[src/rtl/uart_tx_arbiter_if.sv]
// Bundle between the requesting clients/transmitter side and the shared UART
// transmit arbiter.
//
// Handshake semantics (req/grant, tx_start/tx_done_tick):
//   A client raises req[i] with its character on req_data[i*DBIT +: DBIT] and
//   holds both stable until it sees grant[i] high for one cycle; grant[i] is
//   the only acceptance indication. tx_start is a 1-cycle launch pulse that
//   coincides with the grant, and tx_din is held until the next grant.
//   tx_done_tick is a 1-cycle pulse from the transmitter marking the end of a
//   character; it is only honoured while a character is in flight and
//   tx_start is low.
//
// The slave modport is the arbiter; the master modport is the client and
// transmitter side. state exposes the arbiter FSM for observation.
interface uart_tx_arbiter_if #(
    parameter int NREQ = 4,
    parameter int DBIT = 8
);
    localparam int IDW = (NREQ > 1) ? $clog2(NREQ) : 1;

    logic [NREQ-1:0]      req;
    logic [NREQ*DBIT-1:0] req_data;
    logic [NREQ-1:0]      grant;
    logic                 tx_start;
    logic [DBIT-1:0]      tx_din;
    logic                 tx_done_tick;
    logic                 busy;
    logic [IDW-1:0]       cur_id;
    logic                 timeout_tick;
    logic [1:0]           state;

    modport master (
        output req,
        output req_data,
        output tx_done_tick,
        input  grant,
        input  tx_start,
        input  tx_din,
        input  busy,
        input  cur_id,
        input  timeout_tick,
        input  state
    );

    modport slave (
        input  req,
        input  req_data,
        input  tx_done_tick,
        output grant,
        output tx_start,
        output tx_din,
        output busy,
        output cur_id,
        output timeout_tick,
        output state
    );
endinterface

[src/rtl/uart_tx_arbiter.sv]
// Round-robin arbiter sharing one UART transmitter between NREQ requesters.
// One character per grant: the winner's character is launched with a 1-cycle
// tx_start, the arbiter then waits for the transmitter's done tick and
// optionally idles GAP_CYC cycles before the next grant.
//
// Optional feature: define UART_ARB_TIMEOUT_EN to abort a WAIT that lasts
// TIMEOUT cycles without a done tick (pulses timeout_tick). Without the macro
// WAIT is left only by tx_done_tick and timeout_tick stays 0.
module uart_tx_arbiter #(
    parameter int NREQ    = 4,
    parameter int DBIT    = 8,
    parameter int GAP_CYC = 0,
    parameter int TIMEOUT = 200000
) (
    input logic               clk,
    input logic               reset_n,
    uart_tx_arbiter_if.slave  bus
);
    localparam int IDW = (NREQ > 1) ? $clog2(NREQ) : 1;

    localparam logic [1:0] S_IDLE = 2'd0;
    localparam logic [1:0] S_WAIT = 2'd1;
    localparam logic [1:0] S_GAP  = 2'd2;

    logic [1:0]      state;
    logic [IDW-1:0]  last_id;
    logic [15:0]     gap_cnt;

    logic [NREQ-1:0] grant_q;
    logic            tx_start_q;
    logic [DBIT-1:0] tx_din_q;
    logic            busy_q;
    logic [IDW-1:0]  cur_id_q;
    logic            timeout_q;

    logic            win_found;
    logic [IDW-1:0]  win_id;
    logic [DBIT-1:0] win_data;
    logic            done_ok;
    logic            wait_expired;

    // Search for the first requester after last_id, wrapping modulo NREQ,
    // so the most recently served requester is considered last.
    always_comb begin
        int idx;
        win_found = 1'b0;
        win_id    = '0;
        idx       = 0;
        for (int o = 1; o <= NREQ; o++) begin
            idx = int'(last_id) + o;
            if (idx >= NREQ) begin
                idx = idx - NREQ;
            end
            if (!win_found && bus.req[idx]) begin
                win_found = 1'b1;
                win_id    = IDW'(idx);
            end
        end
    end

    assign win_data = bus.req_data[int'(win_id)*DBIT +: DBIT];

    // A done tick landing in the same cycle as our own tx_start cannot belong
    // to the character just launched, so it is discarded.
    assign done_ok = bus.tx_done_tick && !tx_start_q;

`ifdef UART_ARB_TIMEOUT_EN
    localparam int WCW = $clog2(TIMEOUT + 1);

    logic [WCW-1:0] wait_cnt;

    assign wait_expired = (wait_cnt == WCW'(TIMEOUT - 1));

    // Count cycles spent in WAIT; held at zero in IDLE so every entry starts fresh.
    always_ff @(posedge clk or negedge reset_n) begin
        if (!reset_n) begin
            wait_cnt <= '0;
        end else if (state == S_IDLE) begin
            wait_cnt <= '0;
        end else if (state == S_WAIT) begin
            wait_cnt <= wait_cnt + 1'b1;
        end
    end
`else
    assign wait_expired = 1'b0;
`endif

    // Arbitration FSM: grant in IDLE, wait for done (or timeout), then gap.
    always_ff @(posedge clk or negedge reset_n) begin
        if (!reset_n) begin
            state      <= S_IDLE;
            last_id    <= IDW'(NREQ - 1);
            gap_cnt    <= '0;
            grant_q    <= '0;
            tx_start_q <= 1'b0;
            tx_din_q   <= '0;
            busy_q     <= 1'b0;
            cur_id_q   <= '0;
            timeout_q  <= 1'b0;
        end else begin
            grant_q    <= '0;
            tx_start_q <= 1'b0;
            timeout_q  <= 1'b0;
            case (state)
                S_IDLE: begin
                    if (win_found) begin
                        grant_q    <= NREQ'(1) << win_id;
                        tx_start_q <= 1'b1;
                        tx_din_q   <= win_data;
                        cur_id_q   <= win_id;
                        last_id    <= win_id;
                        busy_q     <= 1'b1;
                        state      <= S_WAIT;
                    end
                end
                S_WAIT: begin
                    // A real done in the expiry cycle wins; no timeout pulse then.
                    if (done_ok || wait_expired) begin
                        timeout_q <= !done_ok;
                        if (GAP_CYC == 0) begin
                            state  <= S_IDLE;
                            busy_q <= 1'b0;
                        end else begin
                            gap_cnt <= '0;
                            state   <= S_GAP;
                        end
                    end
                end
                S_GAP: begin
                    if (gap_cnt == 16'(GAP_CYC - 1)) begin
                        state  <= S_IDLE;
                        busy_q <= 1'b0;
                    end else begin
                        gap_cnt <= gap_cnt + 16'd1;
                    end
                end
                default: begin
                    state  <= S_IDLE;
                    busy_q <= 1'b0;
                end
            endcase
        end
    end

    assign bus.grant        = grant_q;
    assign bus.tx_start     = tx_start_q;
    assign bus.tx_din       = tx_din_q;
    assign bus.busy         = busy_q;
    assign bus.cur_id       = cur_id_q;
    assign bus.timeout_tick = timeout_q;
    assign bus.state        = state;
endmodule
[src/flat_wrapper.sv]
// flat-port wrapper written by rule: the top's interface ports become plain ports
module uart_tx_arbiter_flat 
#(
    parameter int NREQ    = 4,
    parameter int DBIT    = 8,
    parameter int GAP_CYC = 0,
    parameter int TIMEOUT = 200000
)
  (clk, reset_n, bus_req, bus_req_data, bus_tx_done_tick, bus_grant, bus_tx_start, bus_tx_din, bus_busy, bus_cur_id, bus_timeout_tick, bus_state);
  uart_tx_arbiter_if #(.NREQ(NREQ), .DBIT(DBIT)) bus_i ();
  input logic clk;
  input logic reset_n;
  input wire logic [$bits(bus_i.req)-1:0] bus_req;
  input wire logic [$bits(bus_i.req_data)-1:0] bus_req_data;
  input wire logic [$bits(bus_i.tx_done_tick)-1:0] bus_tx_done_tick;
  output wire logic [$bits(bus_i.grant)-1:0] bus_grant;
  output wire logic [$bits(bus_i.tx_start)-1:0] bus_tx_start;
  output wire logic [$bits(bus_i.tx_din)-1:0] bus_tx_din;
  output wire logic [$bits(bus_i.busy)-1:0] bus_busy;
  output wire logic [$bits(bus_i.cur_id)-1:0] bus_cur_id;
  output wire logic [$bits(bus_i.timeout_tick)-1:0] bus_timeout_tick;
  output wire logic [$bits(bus_i.state)-1:0] bus_state;
  assign bus_i.req = bus_req;
  assign bus_i.req_data = bus_req_data;
  assign bus_i.tx_done_tick = bus_tx_done_tick;
  assign bus_grant = bus_i.grant;
  assign bus_tx_start = bus_i.tx_start;
  assign bus_tx_din = bus_i.tx_din;
  assign bus_busy = bus_i.busy;
  assign bus_cur_id = bus_i.cur_id;
  assign bus_timeout_tick = bus_i.timeout_tick;
  assign bus_state = bus_i.state;
  uart_tx_arbiter #(.NREQ(NREQ), .DBIT(DBIT), .GAP_CYC(GAP_CYC), .TIMEOUT(TIMEOUT)) u_core (.clk(clk), .reset_n(reset_n), .bus(bus_i));
endmodule
[config.mk]
export PLATFORM = sky130hd
export DESIGN_NAME = uart_tx_arbiter_flat
export DESIGN_NICKNAME = d
export VERILOG_FILES = /design/src/rtl/uart_tx_arbiter_if.sv /design/src/rtl/uart_tx_arbiter.sv /design/src/flat_wrapper.sv
export SDC_FILE = /design/constraint.sdc
export NUM_CORES = 1
export LEC_CHECK = 0
export BUFFER_PORTS_ARGS = -buffer_cell sky130_fd_sc_hd__buf_2
export CAP_MARGIN = 20
export CORE_MARGIN = 3
export CORE_UTILIZATION = 44
export CTS_CLUSTER_SIZE = 8
export DETAILED_ROUTE_END_ITERATION = 6
export PLACE_DENSITY_LB_ADDON = 0.1
export SYNTH_ARGS = -nofsm -noshare
export SYNTH_HDL_FRONTEND = slang
export SYNTH_SLANG_ARGS = --single-unit
[constraint.sdc]
create_clock -name clk -period 2.3 [get_ports clk]
set_input_delay 0.115 -clock clk [delete_from_list [all_inputs] [get_ports clk]]
set_output_delay 0.115 -clock clk [all_outputs]
set_load 0.01 [all_outputs]
==> run_results.csv <==
group,metric,value,unit
sta,max_freq,0.476,GHz
route,antenna_left,0,
sta,drv_slew,0,
die,die-area,3140,µm²
layout,fillers,220,
job,max_cap_viol_count,0,
critical_path,critPathMaxFanout,10,
layout,areaGrowthSynthToFinish,28.7,%
synth,synth_area_per_cell,9.75,µm²
synth,ys_ff_latch,18,
place,gp_congestion,0.795,
die,dieHeight,56.1,µm
sta,worst_pin_slew,0.584,ns
die,die_w,56.1,µm
clocking,cts.path.max_buffers,2,
synth,ys.flop_type,"dfrtp_1",
route,dr.pass1.iters,2,
synth,synthArstFlopShare,100,%
route,post_drt_wl_per_cell,13.8,µm
clocking,cts_root_buffer,"clkbuf_4",
synth,synth_top_cell_by_area,"dfrtp_1",
clocking,cts_tree,"done",
synth,yosysSeqAreaShare,41.1,%
critical_path,critPathKind,"flip-flop to flip-flop",
layout,utilization,61.8,%
grt,grt.overflow.total,0,
grt,use_met3,4.87,%
layout,final_layout_size_suffix_gt1_share,44.6,%
synth,synth.area.top_cells,"dfrtp_1 (36%), mux2i_1 (8.2%), a2111oi_2 (6.8%)",
critical_path,required,2.46,ns
run_status,status,"finished, final reports clean",
clocking,clock-sinks,18,
grt,antenna_found_initial,0,
sta,period_minus_slack,2.10,ns
sta,holdWs,0.0916,ns
layout,antenna_cells,0,
sta,setup_viol,0,
grt,met1_usage,21.7,%
grt,grt_pass1_vias,1010,
grt,grt_usage,18.0,%
route,vias_per_cell,5.33,
synth,synth_common_cells,"dfrtp_1 (16), nor2_1 (16), nand2_1 (14)",
layout,multi_input_area,598,µm²
power_and_ir_drop,leakage,0.692,nW
critical_path,endpoint_kind,"flip-flop",
sta,relSlewSlack,60.9,%
synth,synthDistinctLibCells,32,
route,vias,1044,
power_and_ir_drop,power_density,944,nW/µm²
die,io_pins,58,
route,drc_errors,0,
layout,final_area,1420,µm²
clocking,cts_buffers,3,
synth,synth_edf_count,0,
sta,hold_violations,0,
synth,syn_inst,113,
grt,use_met2,30.1,%
grt,grt_pass1_wl,4440,µm
min_path,min_path_type,"input port to flip-flop",
layout,ff_latch_area,453,µm²
place,placed_cell_area,1370,µm²
clocking,h-tree-depth,1,
sta,rsz0062_at_grt,"no",
place,hpwlAfterDp,2210,µm
synth,syn_area,1100,µm²
sta,fin_skew,0.00130,ns
sta,fin_tns_setup,0,ns
route,wirelength,2710,µm
layout,final_nets,208,
die,coreArea,2300,µm²
die,num_rows,17,
route,first_iter_violations,14,
grt,grt_max_degree,19,
clocking,clk_pin_slew_worst_paths,0.10,ns
clocking,clock_latency,0.29,ns
place,placedCellCount,191,
synth,yosysWarnings,0,
power_and_ir_drop,irDropWorstVdd,0.489,mV
sta,period_share,91.3,%
grt,busiest_layer,"met2",
critical_path,cp_data_arrival_time,2.26,ns
critical_path,start_kind,"flip-flop",
clocking,cts_resized,0,
place,portBuffers,55,
synth,synth.top_cell.area_share,36.3,%
die,initial_core_util,48.0,%
layout,final_cells,196,
==> placed cells by master, fill, tap and decap left out, types with 3 or more instances in the layout <==
cell and instances:
a2111oi_0 3, a2111oi_2 5, a211oi_1 8, buf_2 55, clkbuf_4 3, dfrtp_1 16, inv_1 3, mux2i_1 9
nand2_1 14, nor2_1 16, nor3_1 8
==> kinds of logic after synthesis <==
| kind of cell | after synthesis | synth area share, % |
|---|---|---|
| buffers and inverters | 9 | 4.99 |
| AOI/OAI and AO/OA | 25 | 21.6 |
| and+or+nand+nor | 51 | 23.8 |
| other | 1 | 0.340 |
| DFF | 18 | 41.1 |
| muxes | 9 | 8.17 |
==> where the power goes <==
part	switching [mW]	internal [mW]
clock network	0.0962	0.0964
registers	0.0714	0.440
logic	0.372	0.265
==> stage by stage <==
stage          setup WS (ns)  total power [mW]
2_1_floorplan          0.423             0.954
3_3_place_gp           0.284              1.14
3_5_place_dp           0.210              1.16
4_1_cts                0.189              1.35
5_1_grt               0.0712              1.44
6_report               0.200              1.34
==> critical path, cell delays in order, from the launching register on <==
cell       delay, ns
dfstp_2         0.61
mux2i_1         0.23
nor2_2          0.10
or3_1           0.51
a2111oi_2       0.43
a211oi_1        0.09
==> layer usage <==
metal	routed length [µm]	up-vias
li1	-	521
met2	1310	38
met1	1170	483
met5	0	-
met4	17	0
met3	220	2
==> registers in the layout, summed over array words and instances (netlist names) <==
register,cells
u_core.bus.cur_id,2
u_core.bus.grant,4
u_core.bus.state,1
u_core.bus.tx_din,8
u_core.bus.tx_start,1
u_core.last_id,2
==> path summary, 6_finish.rpt <==
path / endpoint / slack, ns / cells past startpoint / start
max: u_core.bus.tx_din[4]$_DFFE_PN0P_ / 0.20 / 5 / u_core.last_id[1]$_DFFE_PN1P_
min: u_core.bus.state[0]$_DFFE_PN0P_ / 0.09 / 4 / bus_tx_done_tick
max reg2reg: u_core.bus.tx_din[4]$_DFFE_PN0P_ / 0.20 / 5 / u_core.last_id[1]$_DFFE_PN1P_
min reg2reg: u_core.bus.cur_id[1]$_DFFE_PN0P_ / 0.49 / 2 / u_core.bus.cur_id[1]$_DFFE_PN0P_
max in group asynchronous: u_core.last_id[0]$_DFFE_PN1P_ / 1.71 / 2 / reset_n
min in group asynchronous: u_core.bus.grant[1]$_DFF_PN0_ / 0.27 / 2 / reset_n
==> timing repair <==
action / CTS / global route
endpoints found under the hold margin: 16 / 0
setup buffers: 0 / 0
hold buffers: 1 / 0
endpoints found under the setup margin: 0 / 0
==> layout make-up <==
type                       count  area share (%)
clock buffer                   4            2.56
sequential                    18            31.9
inverter                       3           0.794
tap                           28            2.47
multi-input combinational     87            42.2
timing repair buffer          56            20.1
Note: power is estimated with default switching activity, not from simulation.
